[src/rtl/return_addr_stack.sv]
// Return address stack: circular buffer of link addresses with
// wrap-around on overflow, replace-top on simultaneous push/pop,
// and a highest-priority flush.
module return_addr_stack #(
  parameter int unsigned n     = 32,
  parameter int unsigned DEPTH = 8
) (
  input  logic                       clk,
  input  logic                       rst_n,
  input  logic                       push,
  input  logic [n-1:0]               push_addr,
  input  logic                       pop,
  input  logic                       flush,
  output logic [n-1:0]               top_addr,
  output logic                       top_valid,
  output logic [$clog2(DEPTH):0]     count,
  output logic                       overflow,
  output logic                       underflow
);

  localparam int unsigned PW = $clog2(DEPTH);
  localparam int unsigned CW = PW + 1;

  logic [n-1:0]  mem_q [DEPTH];
  logic [PW-1:0] tos_q, tos_d;
  logic [CW-1:0] count_q, count_d;
  logic          overflow_q, overflow_d;
  logic          underflow_q, underflow_d;
  logic          we_c;
  logic [PW-1:0] waddr_c;
  logic [n-1:0]  wdata_c;

  // Link addresses are halfword aligned; bit 0 is always stored as zero.
  assign wdata_c = {push_addr[n-1:1], 1'b0};

  // Next-state decode; flush wins, then push+pop, push, pop.
  always_comb begin
    tos_d       = tos_q;
    count_d     = count_q;
    overflow_d  = 1'b0;
    underflow_d = 1'b0;
    we_c        = 1'b0;
    waddr_c     = tos_q;
    if (flush) begin
      tos_d   = '0;
      count_d = '0;
    end else if (push && pop && (count_q != '0)) begin
      we_c    = 1'b1;
      waddr_c = tos_q;
    end else if (push) begin
      tos_d   = tos_q + PW'(1);
      we_c    = 1'b1;
      waddr_c = tos_q + PW'(1);
      if (count_q == CW'(DEPTH)) begin
        overflow_d = 1'b1;
      end else begin
        count_d = count_q + CW'(1);
      end
    end else if (pop) begin
      if (count_q == '0) begin
        underflow_d = 1'b1;
      end else begin
        tos_d   = tos_q - PW'(1);
        count_d = count_q - CW'(1);
      end
    end
  end

  // Pointer, occupancy and event flags.
  always_ff @(posedge clk or negedge rst_n) begin
    if (!rst_n) begin
      tos_q       <= '0;
      count_q     <= '0;
      overflow_q  <= 1'b0;
      underflow_q <= 1'b0;
    end else begin
      tos_q       <= tos_d;
      count_q     <= count_d;
      overflow_q  <= overflow_d;
      underflow_q <= underflow_d;
    end
  end

  // Entry storage; contents are unobservable while empty, so no reset.
  always_ff @(posedge clk) begin
    if (we_c) begin
      mem_q[waddr_c] <= wdata_c;
    end
  end

  // Top entry is read straight from storage and masked when empty.
  assign top_addr  = (count_q != '0) ? mem_q[tos_q] : '0;
  assign top_valid = (count_q != '0);
  assign count     = count_q;
  assign overflow  = overflow_q;
  assign underflow = underflow_q;

endmodule

[config.mk]
export PLATFORM = sky130hd
export DESIGN_NAME = return_addr_stack
export DESIGN_NICKNAME = d
export VERILOG_FILES = /design/src/rtl/return_addr_stack.sv
export SDC_FILE = /design/constraint.sdc
export NUM_CORES = 1
export LEC_CHECK = 0
export BUFFER_PORTS_ARGS = -buffer_cell sky130_fd_sc_hd__buf_2
export CORE_MARGIN = 4
export CORE_UTILIZATION = 40
export CTS_CLUSTER_SIZE = 14
export DETAILED_ROUTE_END_ITERATION = 8
export GPL_ROUTABILITY_DRIVEN = 0
export PLACE_DENSITY_LB_ADDON = 0.15
export SYNTH_ARGS = -nofsm -noshare
export SYNTH_HDL_FRONTEND = slang
export SYNTH_SLANG_ARGS = --single-unit
[constraint.sdc]
create_clock -name clk -period 5.6 [get_ports clk]
set_input_delay 0.56 -clock clk [delete_from_list [all_inputs] [get_ports clk]]
set_output_delay 0.56 -clock clk [all_outputs]
set_load 0.005 [all_outputs]
## Word-level counts from Yosys, hierarchy flattened

Memories as Yosys holds them, arrays and structs flattened.
Index checks and enable logic that the tools add are counted.

| word-level totals | value |
|---|---|
| flip-flop bits (word level) | 9 |
| memory bits (writable) | 248 |
| input port bits | 37 |
| output and inout port bits | 39 |
| word-level logic and storage cells | 49 |
| memories | 1 |

| operators by class | value |
|---|---|
| add/subtract/negate cells | 4 |
| equality and inequality tests | 4 |
| mux-type cells | 29 |
| reductions and logical operators | 7 |

Memory list:

| memory | depth | width | rd ports | clocked after memory_dff | write ports | line | RTL |
|---|---|---|---|---|---|---|---|
| mem_q | 8 | 31 | 1 | 0 | 1 | 24 | `logic [n-1:0] mem_q [DEPTH];` |

Operator list:

| cell | count |
|---|---|
| two-way mux 32 bit | 1 |
| two-way mux 3 bit | 8 |
| two-way mux 4 bit | 6 |
| two-way mux 1 bit | 14 |
| inequality test 3 bit (second input constant) | 2 |
| adder 4 x 1 -> 4 bit (second input constant) | 1 |
| == test 4 bit (second input constant) | 1 |
| zero test 4 bit | 1 |
| AND reduction 4 bit | 1 |
| nonzero test 4 bit | 1 |
| subtractor 4 x 1 -> 4 bit (second input constant) | 1 |
| adder 3 x 1 -> 3 bit (second input constant) | 1 |
| AND reduction 3 bit | 1 |
| nonzero test 3 bit | 1 |
| subtractor 3 x 1 -> 3 bit (second input constant) | 1 |
| logical AND 1 bit | 2 |
| inequality test 2 bit (second input constant) | 1 |

## Depth between registers and ports, before layout

| logic depth | value |
|---|---|
| depth after elaboration | 6 |
| mapped depth | 8 |

## Worst setup path before layout

No wires, ideal clock.

| path | value |
|---|---|
| path type | flip-flop to flip-flop |
| from | register tos_q[0] |
| to | memory mem_q[6][0] in the netlist's numbering (enable) |
| arrival time | 3.285 ns |
| data required time | 5.177 ns |
| slack | 1.892 ns |
| stages on the path, launching flop included | 9 |
| buffers on the path | 2 |
| period minus slack after synthesis | 3.708 ns |
| path through | dfrtp_1 > buf_2 > buf_2 > inv_1 > ha_1 > nand2_1 > or4_1 > nand3_1 > nor2b_1 |

| on the way | value |
|---|---|
| word-level cells in the longest chain between the ends | 4 |

Ends and longest elaborated chain:

| what | line | RTL |
|---|---|---|
| start, declared | 25 | `logic [PW-1:0] tos_q, tos_d;` |
| start signal, assigned | 77 | `tos_q <= tos_d;` |
| adder 3 x 1 -> 3 bit | 53 | `waddr_c = tos_q + PW'(1);` |
| two-way mux 3 bit | 50 | `end else if (push) begin` |
| two-way mux 3 bit | 47 | `end else if (push && pop && (count_q != '0)) begin` |
| two-way mux 3 bit (*) | 44 | `if (flush) begin` |
| end, declared | 24 |  |

Every way passes the cells marked *; elsewhere a longest branch is shown, timed or not.

## Worst setup path in the final report

| path | value |
|---|---|
| from | register tos_q[0] |
| to | output port top_addr[31] |

| on the way | value |
|---|---|
| word-level cells in the longest chain between the ends | 2 |

Ends and longest elaborated chain:

| what | line | RTL |
|---|---|---|
| memory (8 x 31 bit) | -- |  |
| two-way mux 32 bit | 92 | `assign top_addr = (count_q != '0) ? mem_q[tos_q] : '0;` |
| end, declared | 14 | `output logic [n-1:0] top_addr,` |

No other way between the ends.

==> results by group <==
Floorplanning
  – Die Y: 168 um
  – Die X: 168 um
  – Number of I/O pins: 76
  – Die area: 28200 um2
  – Initial Util: 0.407
  – FP Rows: 58
  – Core footprint: 25200 um2

Layout
  – P&R area growth vs syn: 16.2%
  – Finished Core Util: 0.473
  – Fill cell count: 2110
  – Inserted Diodes: 0
  – Footprint of the multi-input gates: 2470 um2
  – Layout cell share with drive strength beyond 1: 0.332
  – # nets final: 629
  – Storage element area: 7680 um2

Critical path
  – R2R setup slack: 1.97 ns
  – Crit path DAT: 3.12 ns
  – Critical Path Start: tos_q[0]
  – Startpoint Class: register
  – WP data required: 5.04 ns
  – Max FO, Critical Path: 45
  – Setup CP Type: reg2out
  – Worst flop-to-flop path startpoint: tos_q[1]
  – Worst setup EP type: output port

Logic synthesis
  – Synth Area in XOR/XNOR: 0.00256
  – Synth Cell Area: 10200 um2
  – Count of cell types in the netlist: 37
  – Complex-gate fraction of the synthesized area: 0.0153
  – Syn nets: 545
  – Number of synthesized register bits: 257
  – Post-Syn Instances: 501
  – Syn avg cell area: 20.4 um2
  – Mux share of post-synthesis cell area: 0.172
  – Synth Area in Simple Gates: 0.0357
  – Seq/Total Area, Yosys: 0.749
  – Yosys warns: 0
  – Main combinational cell family by area after synthesis: multiplexers
  – Post-Synth Adder-Cell Area: 0.00928

Clocking
  – Hold buffer count at cts: 1
  – Clock Path Buffers: 3
  – Post-CTS setup buffer count: 0
  – CTS tree: built
  – Clk slew on worst S/H paths: 0.06 ns
  – TritonCTS Buffers: 26
  – Root Driver: clkbuf_16
  – H-tree depth: 1
  – Clock latency on the worst-skew pair: 0.51 ns
  – Sink Count: 257
  – PostCTS Resize Cnt: 0

Hold path
  – Worst min path class: in2reg
  – Min-delay src: push_addr[15]

Power and ir drop
  – Switch share: 0.275
  – VDD IR-drop max: 0.258 mV
  – Pleak: 3.86 nW
  – Clock network power share: 0.320
  – Comb power frac: 0.234
  – Int Power: 3.83 mW
  – Sequential share of power: 0.446
  – Psw: 1.46 mW
  – Pwr Density: 445 nW/um2

Global route
  – First-pass GRT wire length: 31600 um
  – Largest net degree at the start of global routing: 46
  – Vias in the first global route: 5209
  – Tot GR Track Use: 0.145
  – Antenna violations before repair: 2
  – Global route overflow: 0

STA
  – Max_slew headroom: 0.288
  – Setup TNS: 0 ns
  – Slew Limit Fails: 0
  – Final min period: 3.68 ns
  – Final setup viols: 0
  – Final Hold Vio Count: 0
  – RSZ-0062 raised after global routing: no
  – Fin crit share: 0.657
  – Tightest Pin Transition: 1.07 ns
  – Hold_ws: 0.308 ns
  – Fin Clk Skew: 0.00770 ns
  – Fmax: 272 MHz

Route
  – 1st-iter DRT viols: 292
  – WL/cell: 21.8 um
  – Final wirelength: 20300 um
  – Detail Route Antenna Nets: 0
  – Via count of the routed design: 4883
  – Vias per cell: 5.22
  – TritonRoute pass-1 iters: 4
  – DRC errors left: 0

Run
  – Max-cap violations: 0

Placement
  – Buffers on Ports: 73
  – Dpl hpwl: 11500 um

Status
  – Outcome: finished clean
-- placed cells by master, fill, tap and decap left out, types with 7 or more instances in the layout --
cell	n
mux4_2	62
nor2_4	7
inv_1	8
edfxtp_1	248
buf_2	73
buf_4	11
mux2i_1	33
nand2_1	8
clkinv_2	7
clkbuf_16	27
nor2_1	37
-- critical path, cell delays in order, from the launching register on --
cell,delay [ns]
dfrtp_4,0.69
buf_4,0.80
mux4_2,0.62
mux2i_1,0.15
nor2_1,0.10
buf_2,0.20
-- flip-flops by register name (all words and copies together), names as in the netlist --
name / count
tos_q: 3
underflow: 1
mem_q: 248
overflow: 1
count: 4
-- worst paths after layout --
check	to	cells after the start
max	top_addr[31]	5
min	mem_q[4][14]	1
max reg2reg	mem_q[7][10]	7
min reg2reg	count[1]	1
max in group asynchronous	tos_q[0]	2
min in group asynchronous	count[0]	2
-- synthesized netlist by cell type, drive strengths merged --
cell     number  share of area
xnor2         2         0.0017
inv           8         0.0029
mux2i        33          0.032
or3           1        0.00073
o21ai         2        0.00098
or4           1        0.00073
nand2         8         0.0029
mux2          3         0.0033
nand4         2         0.0012
edfxtp      248           0.73
o41a          1         0.0011
o211ai        1        0.00073
nor3          5         0.0024
nor2b         4         0.0024
a311oi        1         0.0015
nor2         45          0.017
conb          1        0.00037
o41ai         1         0.0027
nand2b        6         0.0037
buf          15         0.0081
ha            6         0.0073
clkbuf       14         0.0051
a21oi         3         0.0015
a211oi        6         0.0044
nand3         4         0.0020
nor4          3         0.0018
xor2          1        0.00086
fa            1         0.0020
o2111ai       2         0.0017
o31ai         1        0.00073
dfrtp         9          0.022
and4          1        0.00098
mux4         62           0.14
-- layout make-up --
type | count | share of cell area
flip-flops and latches | 257 | 0.645
inverters | 8 | 0.00252
well taps | 330 | 0.0347
clock inverters | 17 | 0.0130
multi-input cells | 207 | 0.208
repair buffers | 85 | 0.0385
clock buffers | 31 | 0.0580
-- cell families after synthesis --
group / after synthesis
xor gates and xnor gates: 3
and+or+nand+nor: 80
DFF: 257
buffers and inverters: 37
adders and majority gates: 7
muxes: 98
other: 1
AOI/OAI and AO/OA: 18
-- routing by layer --
metal,share of wire,track usage,routed length [um]
met1,0.46,0.206,9270
met2,0.49,0.238,9980
met3,0.039,0.0235,788
met4,0.014,0.0339,276
met5,0.0010,0,21
-- power groups by stage --
stage	Sequential [mW]	Combinational, mW	Clock (mW)
2_1_floorplan	2.32	0.877	0
3_3_place_gp	2.40	1.26	0
3_5_place_dp	2.41	1.28	0
4_1_cts	2.36	1.28	1.74
5_1_grt	2.38	1.37	1.82
6_report	2.36	1.24	1.69
-- through the flow --
step                power [mW]  instances  setup WS (ns)  area [um2]
floorplan                 3.19        501           1.89       10200
global placement          3.66        886           1.95       11000
detailed placement        3.68        886           1.91       11000
CTS                       5.38        935           1.78       11900
global route              5.57        935           1.59       11900
finish                    5.29        935           1.92       11900
(Power assumes the default switching activity.)
